**src/rtl/ioctl_pkg.sv**
```systemverilog
// Shared types and helpers for the HPS ioctl download router.
package ioctl_pkg;

   typedef enum logic [1:0] {
      IDLE,
      LOAD,
      CHECK,
      DONE
   } ioctl_state_t;

   localparam int unsigned IDX_ROM = 0;
   localparam int unsigned IDX_MOD = 1;
   localparam int unsigned IDX_DIP = 254;

   localparam int unsigned MAX_REGIONS = 8;
   localparam int unsigned MAX_AW      = 32;
   localparam int unsigned VEC_W       = MAX_REGIONS * MAX_AW;

   // Extract slice i of width w from a packed per-region parameter vector.
   function automatic logic [MAX_AW-1:0] region_slice(input logic [VEC_W-1:0] vec,
                                                      input int unsigned      i,
                                                      input int unsigned      w);
      return MAX_AW'(vec >> (i * w));
   endfunction

endpackage

```
**src/rtl/ioctl_region_match.sv**
```systemverilog
// Combinational address-window match; the lowest-indexed matching region wins.
module ioctl_region_match
   import ioctl_pkg::*;
#(
   parameter int unsigned             REGIONS     = 4,
   parameter int unsigned             AW          = 25,
   parameter int unsigned             RAW         = 16,
   parameter logic [REGIONS*AW-1:0]   REGION_BASE = '0,
   parameter logic [REGIONS*AW-1:0]   REGION_SIZE = '0
) (
   input  logic [AW-1:0]      addr_i,
   output logic [REGIONS-1:0] match_c,
   output logic [RAW-1:0]     offset_c,
   output logic               hit_c
);

   logic [REGIONS-1:0] in_win;
   logic [RAW-1:0]     off_all [REGIONS];

   // Window test by subtraction: no borrow from base, borrow against size.
   for (genvar g = 0; g < int'(REGIONS); g++) begin : g_win
      localparam logic [AW-1:0] BASE = AW'(region_slice(VEC_W'(REGION_BASE), g, AW));
      localparam logic [AW-1:0] SIZE = AW'(region_slice(VEC_W'(REGION_SIZE), g, AW));

      logic [AW:0] rel;
      logic        below_size;

      assign rel        = {1'b0, addr_i} - {1'b0, BASE};
      assign below_size = 1'(({1'b0, rel[AW-1:0]} - {1'b0, SIZE}) >> AW);
      assign in_win[g]  = ~rel[AW] & below_size;
      assign off_all[g] = rel[RAW-1:0];
   end

   always_comb begin
      match_c  = '0;
      offset_c = '0;
      for (int i = int'(REGIONS) - 1; i >= 0; i--) begin
         if (in_win[i]) begin
            match_c    = '0;
            match_c[i] = 1'b1;
            offset_c   = off_all[i];
         end
      end
   end

   assign hit_c = |in_win;

endmodule

```
**src/rtl/ioctl_rom_router.sv**
```systemverilog
// Routes the hps_io ioctl byte stream to ROM regions, captures DIP/mod bytes,
// and reports per-region fill and overall load completion status.
module ioctl_rom_router
   import ioctl_pkg::*;
#(
   parameter int unsigned             REGIONS     = 4,
   parameter int unsigned             AW          = 25,
   parameter int unsigned             RAW         = 16,
   parameter logic [REGIONS*AW-1:0]   REGION_BASE = '0,
   parameter logic [REGIONS*AW-1:0]   REGION_SIZE = '0,
   parameter int unsigned             ROM_INDEX   = IDX_ROM,
   parameter int unsigned             MOD_INDEX   = IDX_MOD,
   parameter int unsigned             DIP_INDEX   = IDX_DIP,
   parameter int unsigned             DIP_BYTES   = 8
) (
   input  logic                   clk_sys,
   input  logic                   reset_n,
   input  logic                   ioctl_download,
   input  logic                   ioctl_wr,
   input  logic [7:0]             ioctl_index,
   input  logic [AW-1:0]          ioctl_addr,
   input  logic [7:0]             ioctl_dout,
   output logic [REGIONS-1:0]     rom_wr,
   output logic [RAW-1:0]         rom_addr,
   output logic [7:0]             rom_data,
   output logic [8*DIP_BYTES-1:0] dip,
   output logic [7:0]             mod,
   output logic [REGIONS-1:0]     region_full,
   output logic                   busy,
   output logic                   load_done,
   output logic                   load_error
);

   ioctl_state_t           state_q;
   logic                   dl_q;
   logic                   busy_q;
   logic                   done_q;
   logic                   err_q;
   logic [REGIONS-1:0]     rom_wr_q;
   logic [RAW-1:0]         rom_addr_q;
   logic [7:0]             rom_data_q;
   logic [8*DIP_BYTES-1:0] dip_q;
   logic [7:0]             mod_q;
   logic [REGIONS-1:0]     full_vec;
   logic [REGIONS-1:0]     mismatch;

   logic [REGIONS-1:0]     match_c;
   logic [RAW-1:0]         offset_c;
   logic                   hit_c;
   logic                   is_rom_c;
   logic                   start_c;
   logic                   route_c;

   ioctl_region_match #(
      .REGIONS     (REGIONS),
      .AW          (AW),
      .RAW         (RAW),
      .REGION_BASE (REGION_BASE),
      .REGION_SIZE (REGION_SIZE)
   ) u_match (
      .addr_i   (ioctl_addr),
      .match_c  (match_c),
      .offset_c (offset_c),
      .hit_c    (hit_c)
   );

   // A ROM load starts only on a rising download edge carrying the ROM index.
   assign is_rom_c = (ioctl_index == 8'(ROM_INDEX));
   assign start_c  = ((state_q == IDLE) || (state_q == DONE)) &&
                     ioctl_download && !dl_q && is_rom_c;
   assign route_c  = (state_q == LOAD) && ioctl_wr && is_rom_c && hit_c;

   // Per-region saturating write counters; duplicate addresses still count.
   for (genvar g = 0; g < int'(REGIONS); g++) begin : g_cnt
      localparam logic [AW-1:0] SIZE_RAW = AW'(region_slice(VEC_W'(REGION_SIZE), g, AW));
      localparam logic [AW:0]   SIZE     = {1'b0, SIZE_RAW};

      logic [AW:0] cnt_q;
      logic [AW:0] cnt_d;
      logic        full_q;

      always_comb begin
         cnt_d = cnt_q;
         if (start_c) begin
            cnt_d = '0;
         end else if (route_c && match_c[g] && (cnt_q != SIZE)) begin
            cnt_d = cnt_q + (AW+1)'(1);
         end
      end

      always_ff @(posedge clk_sys or negedge reset_n) begin
         if (!reset_n) begin
            cnt_q  <= '0;
            full_q <= 1'b0;
         end else begin
            cnt_q  <= cnt_d;
            full_q <= (cnt_d == SIZE);
         end
      end

      assign full_vec[g] = full_q;
      assign mismatch[g] = (cnt_q != SIZE);
   end

   // Load sequencing FSM with registered status outputs.
   always_ff @(posedge clk_sys or negedge reset_n) begin
      if (!reset_n) begin
         state_q <= IDLE;
         dl_q    <= 1'b0;
         busy_q  <= 1'b0;
         done_q  <= 1'b0;
         err_q   <= 1'b0;
      end else begin
         dl_q <= ioctl_download;
         case (state_q)
            IDLE, DONE: begin
               if (start_c) begin
                  state_q <= LOAD;
                  busy_q  <= 1'b1;
                  done_q  <= 1'b0;
                  err_q   <= 1'b0;
               end
            end
            LOAD: begin
               if (!ioctl_download) begin
                  state_q <= CHECK;
               end
            end
            CHECK: begin
               state_q <= DONE;
               busy_q  <= 1'b0;
               done_q  <= 1'b1;
               err_q   <= |mismatch;
            end
            default: state_q <= IDLE;
         endcase
      end
   end

   always_ff @(posedge clk_sys or negedge reset_n) begin
      if (!reset_n) begin
         rom_wr_q   <= '0;
         rom_addr_q <= '0;
         rom_data_q <= '0;
      end else begin
         rom_wr_q <= route_c ? match_c : '0;
         if (route_c) begin
            rom_addr_q <= offset_c;
            rom_data_q <= ioctl_dout;
         end
      end
   end

   // DIP and mod capture is independent of the ROM FSM.
   always_ff @(posedge clk_sys or negedge reset_n) begin
      if (!reset_n) begin
         dip_q <= '0;
         mod_q <= '0;
      end else if (ioctl_wr) begin
         if (ioctl_index == 8'(MOD_INDEX)) begin
            mod_q <= ioctl_dout;
         end
         if (ioctl_index == 8'(DIP_INDEX)) begin
            for (int unsigned k = 0; k < DIP_BYTES; k++) begin
               if (ioctl_addr == AW'(k)) begin
                  dip_q[8*k +: 8] <= ioctl_dout;
               end
            end
         end
      end
   end

   assign rom_wr      = rom_wr_q;
   assign rom_addr    = rom_addr_q;
   assign rom_data    = rom_data_q;
   assign dip         = dip_q;
   assign mod         = mod_q;
   assign region_full = full_vec;
   assign busy        = busy_q;
   assign load_done   = done_q;
   assign load_error  = err_q;

endmodule

```
**config.mk**
```make
export PLATFORM = sky130hd
export DESIGN_NAME = ioctl_rom_router
export DESIGN_NICKNAME = d
export VERILOG_FILES = /design/src/rtl/ioctl_pkg.sv /design/src/rtl/ioctl_region_match.sv /design/src/rtl/ioctl_rom_router.sv
export SDC_FILE = /design/constraint.sdc
export NUM_CORES = 1
export LEC_CHECK = 0
export ABC_AREA = 0
export ABC_CLOCK_PERIOD_IN_PS = 2400
export BUFFER_PORTS_ARGS = -buffer_cell sky130_fd_sc_hd__buf_4
export CORE_MARGIN = 2
export CORE_UTILIZATION = 56
export CTS_BUF_LIST = sky130_fd_sc_hd__clkbuf_4 sky130_fd_sc_hd__clkbuf_8
export DETAILED_ROUTE_END_ITERATION = 10
export GPL_ROUTABILITY_DRIVEN = 1
export GPL_TIMING_DRIVEN = 0
export MAX_ROUTING_LAYER = met4
export PLACE_DENSITY = 0.82
export SYNTH_ARGS = -nofsm -noshare
export SYNTH_HDL_FRONTEND = slang
export SYNTH_SLANG_ARGS = --single-unit
```
**constraint.sdc**
```tcl
create_clock -name clk_sys -period 2.4 [get_ports clk_sys]
set_input_delay 0.48 -clock clk_sys [delete_from_list [all_inputs] [get_ports clk_sys]]
set_output_delay 0.48 -clock clk_sys [all_outputs]
set_load 0.01 [all_outputs]
```
# Word-level counts from Yosys, hierarchy flattened
# Index checks and enable logic that the tools add are counted.
# word_totals
elab_cells	78
inputBits	45
output_inout_bits	107
regBits	186
# op_classes
eq_ne	14
n_mux	12
reduce_logical	30
# ops
op	n
26-bit logical NOT	4
26-bit 2-to-1 mux	4
26-bit nonzero test	4
25-bit by 3-bit == test with 1-bit output (second input constant)	4
25-bit by 2-bit == test with 1-bit output (second input constant)	2
25-bit by 1-bit == test with 1-bit output (second input constant)	1
25-bit logical NOT	1
3-bit AND reduction	8
8-bit by 1-bit == test with 1-bit output (second input constant)	1
8-bit == test (second input constant)	1
8-bit logical NOT	1
1-bit one-hot mux with 2 select lines	3
2-bit one-hot mux with 3 select lines	1
2-bit AND reduction	3
2-bit == test (second input constant)	2
2-bit 2-to-1 mux	2
2-bit != test (second input constant)	2
4-bit OR reduction	1
1-bit logical AND	3
2-bit by 1-bit == test with 1-bit output (second input constant)	1
2-bit logical NOT	1
1-bit 2-to-1 mux	2
2-bit nonzero test	1
2-bit OR reduction	1
other kinds (2)	2

# Depth between registers and ports, before layout
# Gate-level depths: netlist of the first run.
# logic_depth
word_depth	7
mapped_depth	8
mapped_depth_nobuf	7

# Cells and area by module
# A second synthesis of the first run with hierarchy kept.
# unflattened
cells_unflattened	1051
hier_area_um2	10866.7
# by_module_without_submodules
mod	cells_each	seq_area_each_um2	area_each_um2	instances
ioctl_rom_router	1029	5355.1	10705.3	1
ioctl_region_match	22	0.0	161.4	1

# Worst setup path after synthesis of the first run
# Ideal clock, no wire load.
# synth_timing
kind	input port to flip-flop
start	in ioctl_index[0]
end	reg dip_q[0], in the netlist dip[0]
setup_ps	128
required_time_ps	2272
path_slack_ps	352
t_arrival_ps	1921
n_path_buf	0
stages	5
path_cell_list	nand4b_1 nor4b_2 nor4b_2 nand2_1 mux2_1
# synth_between
elab_chain_cells	2
# synth_lines
element	line_no	text
start: declaration	ioctl_rom_router.sv:20	input logic [7:0] ioctl_index,
8-bit == test	ioctl_rom_router.sv:163	if (ioctl_index == 8'(DIP_INDEX)) begin
3-bit AND reduction (no source line)	--	
end signal: indexed assignment	ioctl_rom_router.sv:166	dip_q[8*k +: 8] <= ioctl_dout;
end: declaration	ioctl_rom_router.sv:42	logic [8*DIP_BYTES-1:0] dip_q;
# No other way between the ends.
# A chain may end at the register's enable or synchronous reset.

# Final worst setup path of the first run
# layout_timing
start	in ioctl_index[0]
end	reg dip_q[15], in the netlist dip[15]
# The elaborated chain is that of the path after synthesis.

==> impl_metrics.sql, run 1 <==
INSERT INTO impl_metrics (metric_group, metric, value, unit) VALUES
('grt', 'grt_pass1_wl', '22670', 'microns'),
('floorplan', 'die_w', '115.4', 'microns'),
('cts', 'number_of_buffers_added_for_setup_after_cts', '0', ''),
('worst_setup_path', 'critical_path_arrival', '2.57', 'ns'),
('finish', 'finish.net_count', '716', ''),
('worst_setup_path', 'timing.reg2reg.worst_path_depth', '7', ''),
('worst_setup_path', 'timing.setup.critical_path_class', 'input pin to flop', ''),
('timing', 'setup-violations-final', '0', ''),
('cts', 'cts.clk_slew.worst_paths', '0.08', 'ns'),
('floorplan', 'die_y', '115.4', 'microns'),
('finish', 'post_route_cells_drive_above_1_share', '38.09', '%'),
('detailed_routing', 'routedWlPerCell', '16.71', 'microns'),
('timing', 'fin_skew', '0.009296', 'ns'),
('synth', 'syn_inst', '499', ''),
('cts', 'clock_tree.root_cell', 'sky130_fd_sc_hd__clkbuf_8', ''),
('floorplan', 'ios', '152', ''),
('timing', 'fin_crit_sh', '93.97', '%'),
('cts', 'holdBufCountCts', '0', ''),
('worst_setup_path', 'crit-reg2reg-capture', 'g_cnt[1].cnt_q[4]', ''),
('worst_setup_path', 'cp-start-kind', 'input pin', ''),
('floorplan', 'core-area', '12060', 'sq um'),
('status', 'status', 'completed', ''),
('timing', 'hold_violations_final', '0', ''),
('timing', 'hold_ws', '0.009384', 'ns'),
('synth', 'avgSynthCellArea', '13.94', 'sq um'),
('worst_setup_path', 'end_kind', 'flop', ''),
('cts', 'cts.repair.resized', '0', ''),
('finish', 'post_layout_nonfiller_instances', '848', ''),
('timing', 'slew-limit-headroom', '53.15', '%'),
('timing', 'unrepaired_setup_endpoints_after_global_routing', 'no', ''),
('synth', 'synth.lib_cells_used.distinct', '25', ''),
('placement', 'hpwl', '10190', 'microns'),
('cts', 'clock_tree.htree_level_count', '4', ''),
('placement', 'final_weighted_congestion_of_routability_driven_global_placement', '0.7982', ''),
('worst_setup_path', 'critical_path_peak_fanout', '8', ''),
('timing', 'post-route-min-period', '2.255', 'ns'),
('cts', 'cts_made_buffers', '17', ''),
('power', 'static_leakage', '4.644', 'nW'),
('timing', 'final-max-slew-violation-count', '0', ''),
('detailed_routing', 'antenna_violating_nets_post_route', '0', ''),
('synth', 'ys_seq_area_share', '66.93', '%'),
('floorplan', 'start_util', '57.66', '%'),
('finish', 'combined_area_of_the_multi_input_logic_cells', '2101', 'sq um'),
('grt', 'maximum_number_of_pins_on_one_net_before_global_route_repair', '110', ''),
('grt', 'grt_util_all_layers', '23.16', '%'),
('grt', 'antenna_found_initial', '0', ''),
('run', 'max-cap-violations', '0', ''),
('worst_setup_path', 'critical_path.reg2reg.startpoint', 'state_q[0]', ''),
('detailed_routing', 'routed-via-count', '4322', ''),
('hold_path', 'hold_class', 'input pin to async pin', ''),
('worst_setup_path', 'regToRegSetupSlack', '0.26', 'ns'),
('detailed_routing', 'remaining_drc_errors', '0', ''),
('worst_setup_path', 'startpoint', 'ioctl_index[0]', ''),
('synth', 'yosys_register_bits', '186', ''),
('power', 'pwr_density_cell', '631.9', 'nW/um^2'),
('cts', 'cts_tree', 'done', ''),
('cts', 'cts_buffer_depth', '2', ''),
('floorplan', 'rows', '40', ''),
('floorplan', 'die_area', '13330', 'sq um'),
('finish', 'seq_area', '4654', 'sq um'),
('detailed_routing', 'drt-vias-per-instance', '5.097', ''),
('finish', 'layout.filler_cells', '831', ''),
('placement', 'place.port_buffers', '123', ''),
('finish', 'layout_stage_area_growth_over_the_synthesis_result', '23.86', '%'),
('worst_setup_path', 'crit_required', '2.72', 'ns'),
('detailed_routing', 'totalWireLength', '14170', 'microns'),
('placement', 'placed_cells_incl_taps', '818', ''),
('grt', 'vias_in_the_first_global_route', '4584', ''),
('synth', 'syn-cell-area', '6954', 'sq um'),
('power', 'power.total', '5.443', 'mW'),
('grt', 'globalRouteOverflowTotal', '0', ''),
('detailed_routing', 'detailed_routing_iteration_count_for_the_pre_antenna_repair_pass', '4', ''),
('cts', 'clk_latency', '0.44', 'ns'),
('power', 'vdd_drop_max', '0.4652', 'mV'),
('timing', 'worst_slew_pin_slew', '0.7009', 'ns'),
('detailed_routing', 'drtIter0Drc', '248', ''),
('cts', 'cts_num_sinks', '186', ''),
('finish', 'antenna_cells', '0', ''),
('timing', 'max_freq', '443.4', 'MHz'),
('synth', 'ys_warn_count', '0', '');
metal layers:
layer / share of wire (%) / routed length, microns / track usage (%)
met1: 43 / 6084 / 29.36
met2: 50 / 7036 / 37.15
met3: 5.4 / 767 / 4.707
met4: 2.0 / 286 / 8.996
met5: 0 / 0 / -
cells by family (layout without fill, tap and decap cells):
kind of cell               Yosys count  in the layout  synth area share (%)
adders and majority gates            2              2                0.3598
other                                1             28               0.05392
muxes                               72             72                 11.66
DFF                                186            186                 66.93
and+or+nand+nor                    179            179                 15.78
AOI/OAI and AO/OA                   11             11                0.8997
buffers and inverters               48            202                 4.318
cells in the final DEF (no fill, tap or decap), types with 2 or more instances in the layout:
master and count:
sky130_fd_sc_hd__nor4b_2 2, sky130_fd_sc_hd__conb_1 28, sky130_fd_sc_hd__mux2_1 2, sky130_fd_sc_hd__mux2_2 70, sky130_fd_sc_hd__nand2_1 9, sky130_fd_sc_hd__nand3_1 5, sky130_fd_sc_hd__nor2b_1 2, sky130_fd_sc_hd__clkinv_2 5
sky130_fd_sc_hd__o21ai_0 8, sky130_fd_sc_hd__and2_1 107, sky130_fd_sc_hd__nor4_1 31, sky130_fd_sc_hd__buf_4 154, sky130_fd_sc_hd__ha_1 2, sky130_fd_sc_hd__dfrtp_1 186, sky130_fd_sc_hd__bufinv_16 3, sky130_fd_sc_hd__clkbuf_8 17
sky130_fd_sc_hd__nor3_1 2, sky130_fd_sc_hd__inv_1 3, sky130_fd_sc_hd__clkinvlp_4 4, sky130_fd_sc_hd__clkbuf_1 12, sky130_fd_sc_hd__nor2_1 7, sky130_fd_sc_hd__nand4_1 10
power by group:
part / internal [mW] / switching (mW)
clock network: 1.01 / 1.03
registers: 3.14 / 0.00619
logic: 0.108 / 0.151
flip-flops by register name, indices dropped and copies added, names as in the netlist:
signal	cells
g_cnt.cnt_q	104
dip	64
mod	8
g_cnt.full_q	4
state_q	2
busy	1
dl_q	1
load_done	1
load_error	1
area by class of cell:
| type | count | area share [%] |
|---|---|---|
| flip-flops and latches | 186 | 54.04 |
| plain buffers | 45 | 3.370 |
| clock buffers | 17 | 2.716 |
| repair buffers | 124 | 11.13 |
| inverters | 3 | 0.1307 |
| clock inverters | 13 | 1.787 |
| multi-input cells | 292 | 24.39 |
| well taps | 168 | 2.440 |
worst max-delay path, cell delays in order:
cell,delay [ns]
sky130_fd_sc_hd__buf_4,0.12
sky130_fd_sc_hd__nand4b_1,0.18
sky130_fd_sc_hd__nor4b_2,0.61
sky130_fd_sc_hd__nor4b_2,0.46
sky130_fd_sc_hd__nand2_1,0.35
sky130_fd_sc_hd__mux2_2,0.37
worst max-delay path by stage:
stage | endpoint | slack, ns
after CTS | dip[15] | 0.18
after detailed placement | dip[15] | -0.28
after global routing | g_cnt[3].cnt_q[13] | 0.05
final | dip[15] | 0.14
after floorplan | dip[0] | 0.35
after global placement | dip[11] | -0.19
synth_stat cells:
library cell	instances	share of area (%)
sky130_fd_sc_hd__and4_1	1	0.13
sky130_fd_sc_hd__ha_1	2	0.36
sky130_fd_sc_hd__clkbuf_1	13	0.70
sky130_fd_sc_hd__nor3_1	2	0.14
sky130_fd_sc_hd__nor4_1	31	2.8
sky130_fd_sc_hd__nand4b_1	1	0.13
sky130_fd_sc_hd__nand3_1	5	0.36
sky130_fd_sc_hd__inv_1	3	0.16
sky130_fd_sc_hd__nor2_1	7	0.38
sky130_fd_sc_hd__dfrtp_1	186	67
sky130_fd_sc_hd__nor4bb_1	1	0.14
sky130_fd_sc_hd__a32oi_1	1	0.13
sky130_fd_sc_hd__nor2b_1	2	0.18
sky130_fd_sc_hd__and3_1	1	0.090
sky130_fd_sc_hd__buf_4	32	3.5
sky130_fd_sc_hd__mux2_2	70	11
sky130_fd_sc_hd__nand2_1	9	0.49
sky130_fd_sc_hd__mux2_1	2	0.32
sky130_fd_sc_hd__o21ai_0	8	0.58
sky130_fd_sc_hd__o22ai_1	1	0.090
sky130_fd_sc_hd__and2_1	107	9.6
sky130_fd_sc_hd__nand4_1	10	0.90
sky130_fd_sc_hd__nor4b_2	2	0.43
sky130_fd_sc_hd__conb_1	1	0.054
sky130_fd_sc_hd__o21a_1	1	0.11
through the flow:
| stage | instance area [sq um] | TNS, ns | utilization (%) | setup WS (ns) |
|---|---|---|---|---|
| after floorplan | 7056 | 0 | - | 0.3519 |
| after global placement | 8189 | -21.56 | 67.89 | -0.1857 |
| after detailed placement | 8224 | -10.10 | 68.18 | -0.2840 |
| after CTS | 8612 | 0 | 71.40 | 0.1781 |
| after global routing | 8613 | 0 | 71.41 | 0.04591 |
| final | 8613 | 0 | 71.41 | 0.1446 |
No activity file was read; power rests on OpenSTA's default activity.
==> run 2: changes to the inputs <==
ABC_CLOCK_PERIOD_IN_PS = not set   (was 2400)
CORE_MARGIN = not set   (was 2)
==> run 2 against run 1 <==
  * Sequential power is essentially flat
  * Worst hold slack improved by 0.15 ns
  * Power decreased by 0.54%
  * Die area is 3.4% lower
  * Design area hardly changed
  * Setup slack improved by 0.027 ns
  * First-iteration DRC count fell by 8.5%
  * Critical path type is now flop to flop
  * Wire length decreased by 3.4%
  * Highest routed layer unchanged
  * Critical path depth is 1 higher
==> impl_metrics.sql, run 2 (same netlist as run 1, synthesis figures left out) <==
INSERT INTO impl_metrics (metric_group, metric, value, unit) VALUES
('timing', 'fin_crit_sh', '92.84', '%'),
('grt', 'grt_util_all_layers', '23.51', '%'),
('finish', 'layout_commonest_cell', 'sky130_fd_sc_hd__dfrtp_1', ''),
('status', 'status', 'completed', ''),
('finish', 'layout.filler_cells', '820', ''),
('worst_setup_path', 'slowest_cell_delay_on_critical_path', '0.39', 'ns'),
('worst_setup_path', 'timing.setup.critical_path_class', 'flop to flop', ''),
('floorplan', 'die_w', '113.4', 'microns'),
('timing', 'final-max-slew-violation-count', '0', ''),
('finish', 'top_register', 'g_cnt.cnt_q', ''),
('worst_setup_path', 'cp_slowest_cell', 'sky130_fd_sc_hd__dfrtp_1', ''),
('timing', 'worst_slew_pin_slew', '0.6390', 'ns'),
('worst_setup_path', 'crit_top_cell', 'sky130_fd_sc_hd__clkbuf_1', ''),
('timing', 'unrepaired_setup_endpoints_after_global_routing', 'no', ''),
('worst_setup_path', 'critical_path_peak_fanout', '10', ''),
('grt', 'globalRouteOverflowTotal', '0', ''),
('grt', 'grt_most_used_layer', 'met2', ''),
('detailed_routing', 'detailed_routing_iteration_count_for_the_pre_antenna_repair_pass', '4', ''),
('hold_path', 'hold_class', 'input pin to flop', ''),
('finish', 'layout_stage_area_growth_over_the_synthesis_result', '23.95', '%'),
('timing', 'hold_ws', '0.1637', 'ns'),
('finish', 'antenna_cells', '0', ''),
('floorplan', 'rows', '40', ''),
('floorplan', 'ios', '152', ''),
('cts', 'clock_tree.htree_level_count', '4', ''),
('placement', 'place.port_buffers', '123', ''),
('finish', 'post_route_cells_drive_above_1_share', '37.89', '%'),
('detailed_routing', 'drtIter0Drc', '227', ''),
('worst_setup_path', 'crit_required', '2.74', 'ns'),
('worst_setup_path', 'critical_path.top_delay_family', 'simple AND/OR/NAND/NOR gates', ''),
('worst_setup_path', 'regToRegSetupSlack', '0.17', 'ns'),
('worst_setup_path', 'critical_path_arrival', '2.57', 'ns'),
('grt', 'antenna_found_initial', '0', ''),
('finish', 'final_cell_mix', '186 x sky130_fd_sc_hd__dfrtp_1, 154 x sky130_fd_sc_hd__buf_4, 107 x sky130_fd_sc_hd__and2_1', ''),
('timing', 'max_freq', '448.8', 'MHz'),
('placement', 'dpl_worst_slack', '-0.1719', 'ns'),
('worst_setup_path', 'end_kind', 'flop', ''),
('grt', 'vias_in_the_first_global_route', '4387', ''),
('cts', 'cts.clk_slew.worst_paths', '0.09', 'ns'),
('placement', 'hpwl', '9959', 'microns'),
('power', 'vdd_drop_max', '0.4340', 'mV'),
('cts', 'clock_tree.root_cell', 'sky130_fd_sc_hd__clkbuf_8', ''),
('timing', 'post-route-worst-setup-slack', '0.1719', 'ns'),
('cts', 'cts_num_sinks', '186', ''),
('worst_setup_path', 'cp-start-kind', 'flop', ''),
('worst_setup_path', 'startpoint', 'state_q[0]', ''),
('power', 'pwr_density_cell', '628.0', 'nW/um^2'),
('power', 'power.total', '5.413', 'mW'),
('grt', 'grt_use_met1', '29.72', '%'),
('finish', 'finish.net_count', '717', ''),
('cts', 'cts_made_buffers', '17', ''),
('finish', 'final_core_util', '71.46', '%'),
('timing', 'slew-limit-headroom', '57.40', '%'),
('cts', 'cts_buffer_depth', '2', ''),
('grt', 'grt_util_met2', '38.40', '%'),
('detailed_routing', 'totalWireLength', '13690', 'microns'),
('hold_path', 'holdCritStartpoint', 'ioctl_download', ''),
('timing', 'final.setup.tns', '0', 'ns'),
('floorplan', 'start_util', '57.66', '%'),
('detailed_routing', 'remaining_drc_errors', '0', ''),
('detailed_routing', 'routedWlPerCell', '16.12', 'microns'),
('cts', 'cts_tree', 'done', ''),
('detailed_routing', 'antenna_violating_nets_post_route', '0', ''),
('worst_setup_path', 'critical_path.reg2reg.startpoint', 'state_q[0]', ''),
('placement', 'final_weighted_congestion_of_routability_driven_global_placement', '0.8468', ''),
('cts', 'clk_latency', '0.45', 'ns'),
('timing', 'setup-violations-final', '0', ''),
('floorplan', 'die_y', '113.4', 'microns'),
('grt', 'groute.layer.met3.usage', '4.729', '%'),
('floorplan', 'core-area', '12060', 'sq um'),
('grt', 'grt_pass1_wl', '22290', 'microns'),
('grt', 'maximum_number_of_pins_on_one_net_before_global_route_repair', '134', ''),
('worst_setup_path', 'worstPathCellList', 'inv_1 > ha_1 > nor4bb_1 > nand3_1 > clkbuf_1 > clkbuf_1 > and2_1', ''),
('finish', 'largest_register_ff_count', '104', ''),
('floorplan', 'die_area', '12870', 'sq um'),
('timing', 'hold_violations_final', '0', ''),
('timing', 'post-route-min-period', '2.228', 'ns'),
('detailed_routing', 'drt-vias-per-instance', '5.117', ''),
('run', 'max-cap-violations', '0', ''),
('power', 'static_leakage', '4.652', 'nW'),
('detailed_routing', 'routed-via-count', '4344', ''),
('worst_setup_path', 'cp_num_buf_inv', '3', ''),
('timing', 'fin_skew', '0.01314', 'ns');
[run 2: through the flow]
| step | cell area [sq um] | cells |
|---|---|---|
| 2_1_floorplan | 7056 | 526 |
| 3_3_place_gp | 8189 | 817 |
| 3_5_place_dp | 8224 | 818 |
| 4_1_cts | 8620 | 849 |
| 5_1_grt | 8620 | 849 |
| 6_report | 8620 | 849 |
[run 2: power breakdown]
part	internal, mW	total [mW]	switching, mW	leakage, nW
Clock	1.01	2.01	0.996	0.196
Combinational	0.109	0.255	0.146	1.90
Sequential	3.14	3.15	0.00650	2.56
[run 2: final cells by class]
class	instances	area [sq um]	share of cell area, %
tap	168	210.2	2.439
clock inverter	7	93.84	1.089
clock buffer	23	291.5	3.382
timing repair buffer	125	968.4	11.24
inverter	3	11.26	0.1306
multi-input combinational	292	2101	24.37
buffer	45	289.0	3.353
sequential	186	4654	54.00
[run 2: worst paths after layout]
path                                 endpoint  depth (start not counted)
min                                      dl_q                          1
min reg2reg                 g_cnt[3].cnt_q[4]                          1
max reg2reg                g_cnt[3].cnt_q[24]                          7
min in group asynchronous  g_cnt[0].cnt_q[11]                          2
max in group asynchronous  g_cnt[3].cnt_q[17]                          3
max                        g_cnt[3].cnt_q[24]                          7
[run 2: metal layers]
metal | share of wire, % | vias to the layer above
met5 | 0 | -
li1 | - | 1989
met4 | 1.7 | 0
met2 | 50 | 135
met1 | 44 | 2202
met3 | 4.4 | 18
[run 2: repair_timing]
action	in CTS	in global routing
resized for setup	0	0
hold buffers	1	0
hold endpoints to repair	53	0
setup buffers	0	0
==> run 3: changes to the inputs <==
CORE_UTILIZATION = 54   (was 56)
CTS_BUF_LIST = not set   (was sky130_fd_sc_hd__clkbuf_4 sky130_fd_sc_hd__clkbuf_8)
PLACE_DENSITY = 0.79   (was 0.82)
==> run 3 against run 2 <==
  * Via count decreased by 1.4%
  * Sequential share of layout area decreased by 1.4 points
  * Maximum frequency increased by 0.50%
  * First-iteration DRC count increased by 6.2%
  * Sequential power about the same
  * Worst hold slack improved by 0.029 ns
  * Combinational power decreased by 2%
  * Die area increased by 3.6%
  * Setup slack improved by 0.011 ns
  * Flip-flop and latch count unchanged
  * Critical endpoint is now g_cnt[3].cnt_q[22]
==> impl_metrics.sql, run 3 (same netlist as run 1, synthesis figures left out) <==
INSERT INTO impl_metrics (metric_group, metric, value, unit) VALUES
('cts', 'cts_buffer_depth', '2', ''),
('worst_setup_path', 'critical_path_arrival', '2.52', 'ns'),
('cts', 'cts_num_sinks', '186', ''),
('worst_setup_path', 'critical_path_peak_fanout', '10', ''),
('finish', 'design_area', '8847', 'sq um'),
('worst_setup_path', 'crit_required', '2.70', 'ns'),
('timing', 'slew-limit-headroom', '57.03', '%'),
('finish', 'post_route_cells_drive_above_1_share', '38.07', '%'),
('placement', 'placed_cells_incl_taps', '822', ''),
('detailed_routing', 'remaining_drc_errors', '0', ''),
('placement', 'place.port_buffers', '123', ''),
('finish', 'post_layout_nonfiller_instances', '855', ''),
('timing', 'hold_ws', '0.1928', 'ns'),
('cts', 'cts_tree', 'done', ''),
('timing', 'post-route-min-period', '2.217', 'ns'),
('grt', 'vias_in_the_first_global_route', '4430', ''),
('floorplan', 'start_util', '55.33', '%'),
('detailed_routing', 'routedWlPerCell', '16.27', 'microns'),
('worst_setup_path', 'end_kind', 'flop', ''),
('grt', 'groute.layer.met3.usage', '6.119', '%'),
('cts', 'clk_latency', '0.42', 'ns'),
('placement', 'placed_cell_area', '8229', 'sq um'),
('cts', 'cts.clk_slew.worst_paths', '0.06', 'ns'),
('floorplan', 'die_y', '115.5', 'microns'),
('grt', 'globalRouteOverflowTotal', '0', ''),
('cts', 'clock_tree.root_cell', 'sky130_fd_sc_hd__clkbuf_16', ''),
('timing', 'setup-violations-final', '0', ''),
('finish', 'final_cell_mix', '186 x sky130_fd_sc_hd__dfrtp_1, 154 x sky130_fd_sc_hd__buf_4, 107 x sky130_fd_sc_hd__and2_1', ''),
('finish', 'finish.net_count', '717', ''),
('detailed_routing', 'drtIter0Drc', '241', ''),
('finish', 'largest_register_ff_count', '104', ''),
('timing', 'final.setup.tns', '0', 'ns'),
('power', 'static_leakage', '4.754', 'nW'),
('floorplan', 'die_area', '13340', 'sq um'),
('grt', 'antenna_found_initial', '0', ''),
('grt', 'grt_pass1_wl', '22420', 'microns'),
('grt', 'grt_util_met2', '37.52', '%'),
('timing', 'worst_slew_pin_slew', '0.6445', 'ns'),
('detailed_routing', 'antenna_violating_nets_post_route', '0', ''),
('finish', 'layout_stage_area_growth_over_the_synthesis_result', '27.22', '%'),
('floorplan', 'die_w', '115.5', 'microns'),
('power', 'pwr_density_cell', '702.4', 'nW/um^2'),
('finish', 'layout_commonest_cell', 'sky130_fd_sc_hd__dfrtp_1', ''),
('timing', 'fin_crit_sh', '92.37', '%'),
('timing', 'max_freq', '451.1', 'MHz'),
('floorplan', 'rows', '41', ''),
('grt', 'grt_util_all_layers', '23.18', '%'),
('placement', 'dpl_worst_slack', '-0.2054', 'ns'),
('finish', 'antenna_cells', '0', ''),
('worst_setup_path', 'cp-start-kind', 'flop', ''),
('detailed_routing', 'detailed_routing_iteration_count_for_the_pre_antenna_repair_pass', '4', ''),
('grt', 'grt_most_used_layer', 'met2', ''),
('timing', 'hold_violations_final', '0', ''),
('floorplan', 'core-area', '12570', 'sq um'),
('power', 'power.total', '6.215', 'mW'),
('run', 'max-cap-violations', '0', ''),
('cts', 'clock_tree.htree_level_count', '4', ''),
('worst_setup_path', 'timing.setup.critical_path_class', 'flop to flop', ''),
('timing', 'fin_skew', '0.007585', 'ns'),
('grt', 'maximum_number_of_pins_on_one_net_before_global_route_repair', '135', ''),
('floorplan', 'ios', '152', ''),
('detailed_routing', 'drt-vias-per-instance', '5.012', ''),
('detailed_routing', 'totalWireLength', '13910', 'microns'),
('cts', 'cts.repair.resized', '0', ''),
('power', 'vdd_drop_max', '0.4772', 'mV'),
('timing', 'final-max-slew-violation-count', '0', ''),
('timing', 'unrepaired_setup_endpoints_after_global_routing', 'no', ''),
('detailed_routing', 'routed-via-count', '4285', ''),
('finish', 'final_core_util', '70.39', '%'),
('placement', 'final_weighted_congestion_of_routability_driven_global_placement', '0.7838', ''),
('finish', 'top_register', 'g_cnt.cnt_q', ''),
('cts', 'cts_made_buffers', '17', ''),
('status', 'status', 'completed', ''),
('timing', 'post-route-worst-setup-slack', '0.1831', 'ns'),
('hold_path', 'hold_class', 'input pin to flop', ''),
('grt', 'grt_use_met1', '28.87', '%'),
('placement', 'hpwl', '9880', 'microns');
==> run 3: worst paths after layout <==
check	startpoint	cells past startpoint	slack, ns	to
setup / recovery	state_q[0]	7	0.18	g_cnt[3].cnt_q[22]
hold / removal	ioctl_download	1	0.19	dl_q
setup reg to reg	state_q[0]	7	0.18	g_cnt[3].cnt_q[22]
hold reg to reg	g_cnt[3].cnt_q[12]	1	0.48	g_cnt[3].cnt_q[12]
max in group asynchronous	reset_n	3	0.91	dip[0]
min in group asynchronous	reset_n	2	0.55	g_cnt[3].cnt_q[12]
==> run 3: critical path, stage by stage, from the launching register on <==
cell and delay [ns]:
sky130_fd_sc_hd__dfrtp_1 0.37, sky130_fd_sc_hd__inv_1 0.07, sky130_fd_sc_hd__ha_1 0.37, sky130_fd_sc_hd__nor4bb_1 0.29, sky130_fd_sc_hd__nand3_1 0.21, sky130_fd_sc_hd__clkbuf_1 0.31, sky130_fd_sc_hd__clkbuf_1 0.28, sky130_fd_sc_hd__and2_1 0.22
==> run 3: layout make-up <==
class	instances	area, sq um
Sequential cell	186	4654
Fill cell	861	3721
Buffer	45	289.0
Tap cell	172	215.2
Clock inverter	14	168.9
Clock buffer	18	439.2
Inverter	3	11.26
Multi-Input combinational cell	292	2101
Timing Repair Buffer	125	968.4
==> run 3: routing by layer <==
layer  up-vias  wire [microns]
met3        15             798
met4         0             162
met5         -               0
met2       121            6907
li1       1993               -
met1      2156            6046
==> run 3: what timing repair did <==
| item | CTS | global route |
|---|---|---|
| buffers inserted | 0 | 0 |
| hold buffers | 1 | 0 |
| hold endpoints to repair | 52 | 0 |
==> run 3: power breakdown <==
part           internal (mW)  switching (mW)  leakage, nW
registers               3.15         0.00599         2.56
clock network           1.67            1.14        0.297
logic                  0.109           0.141         1.90
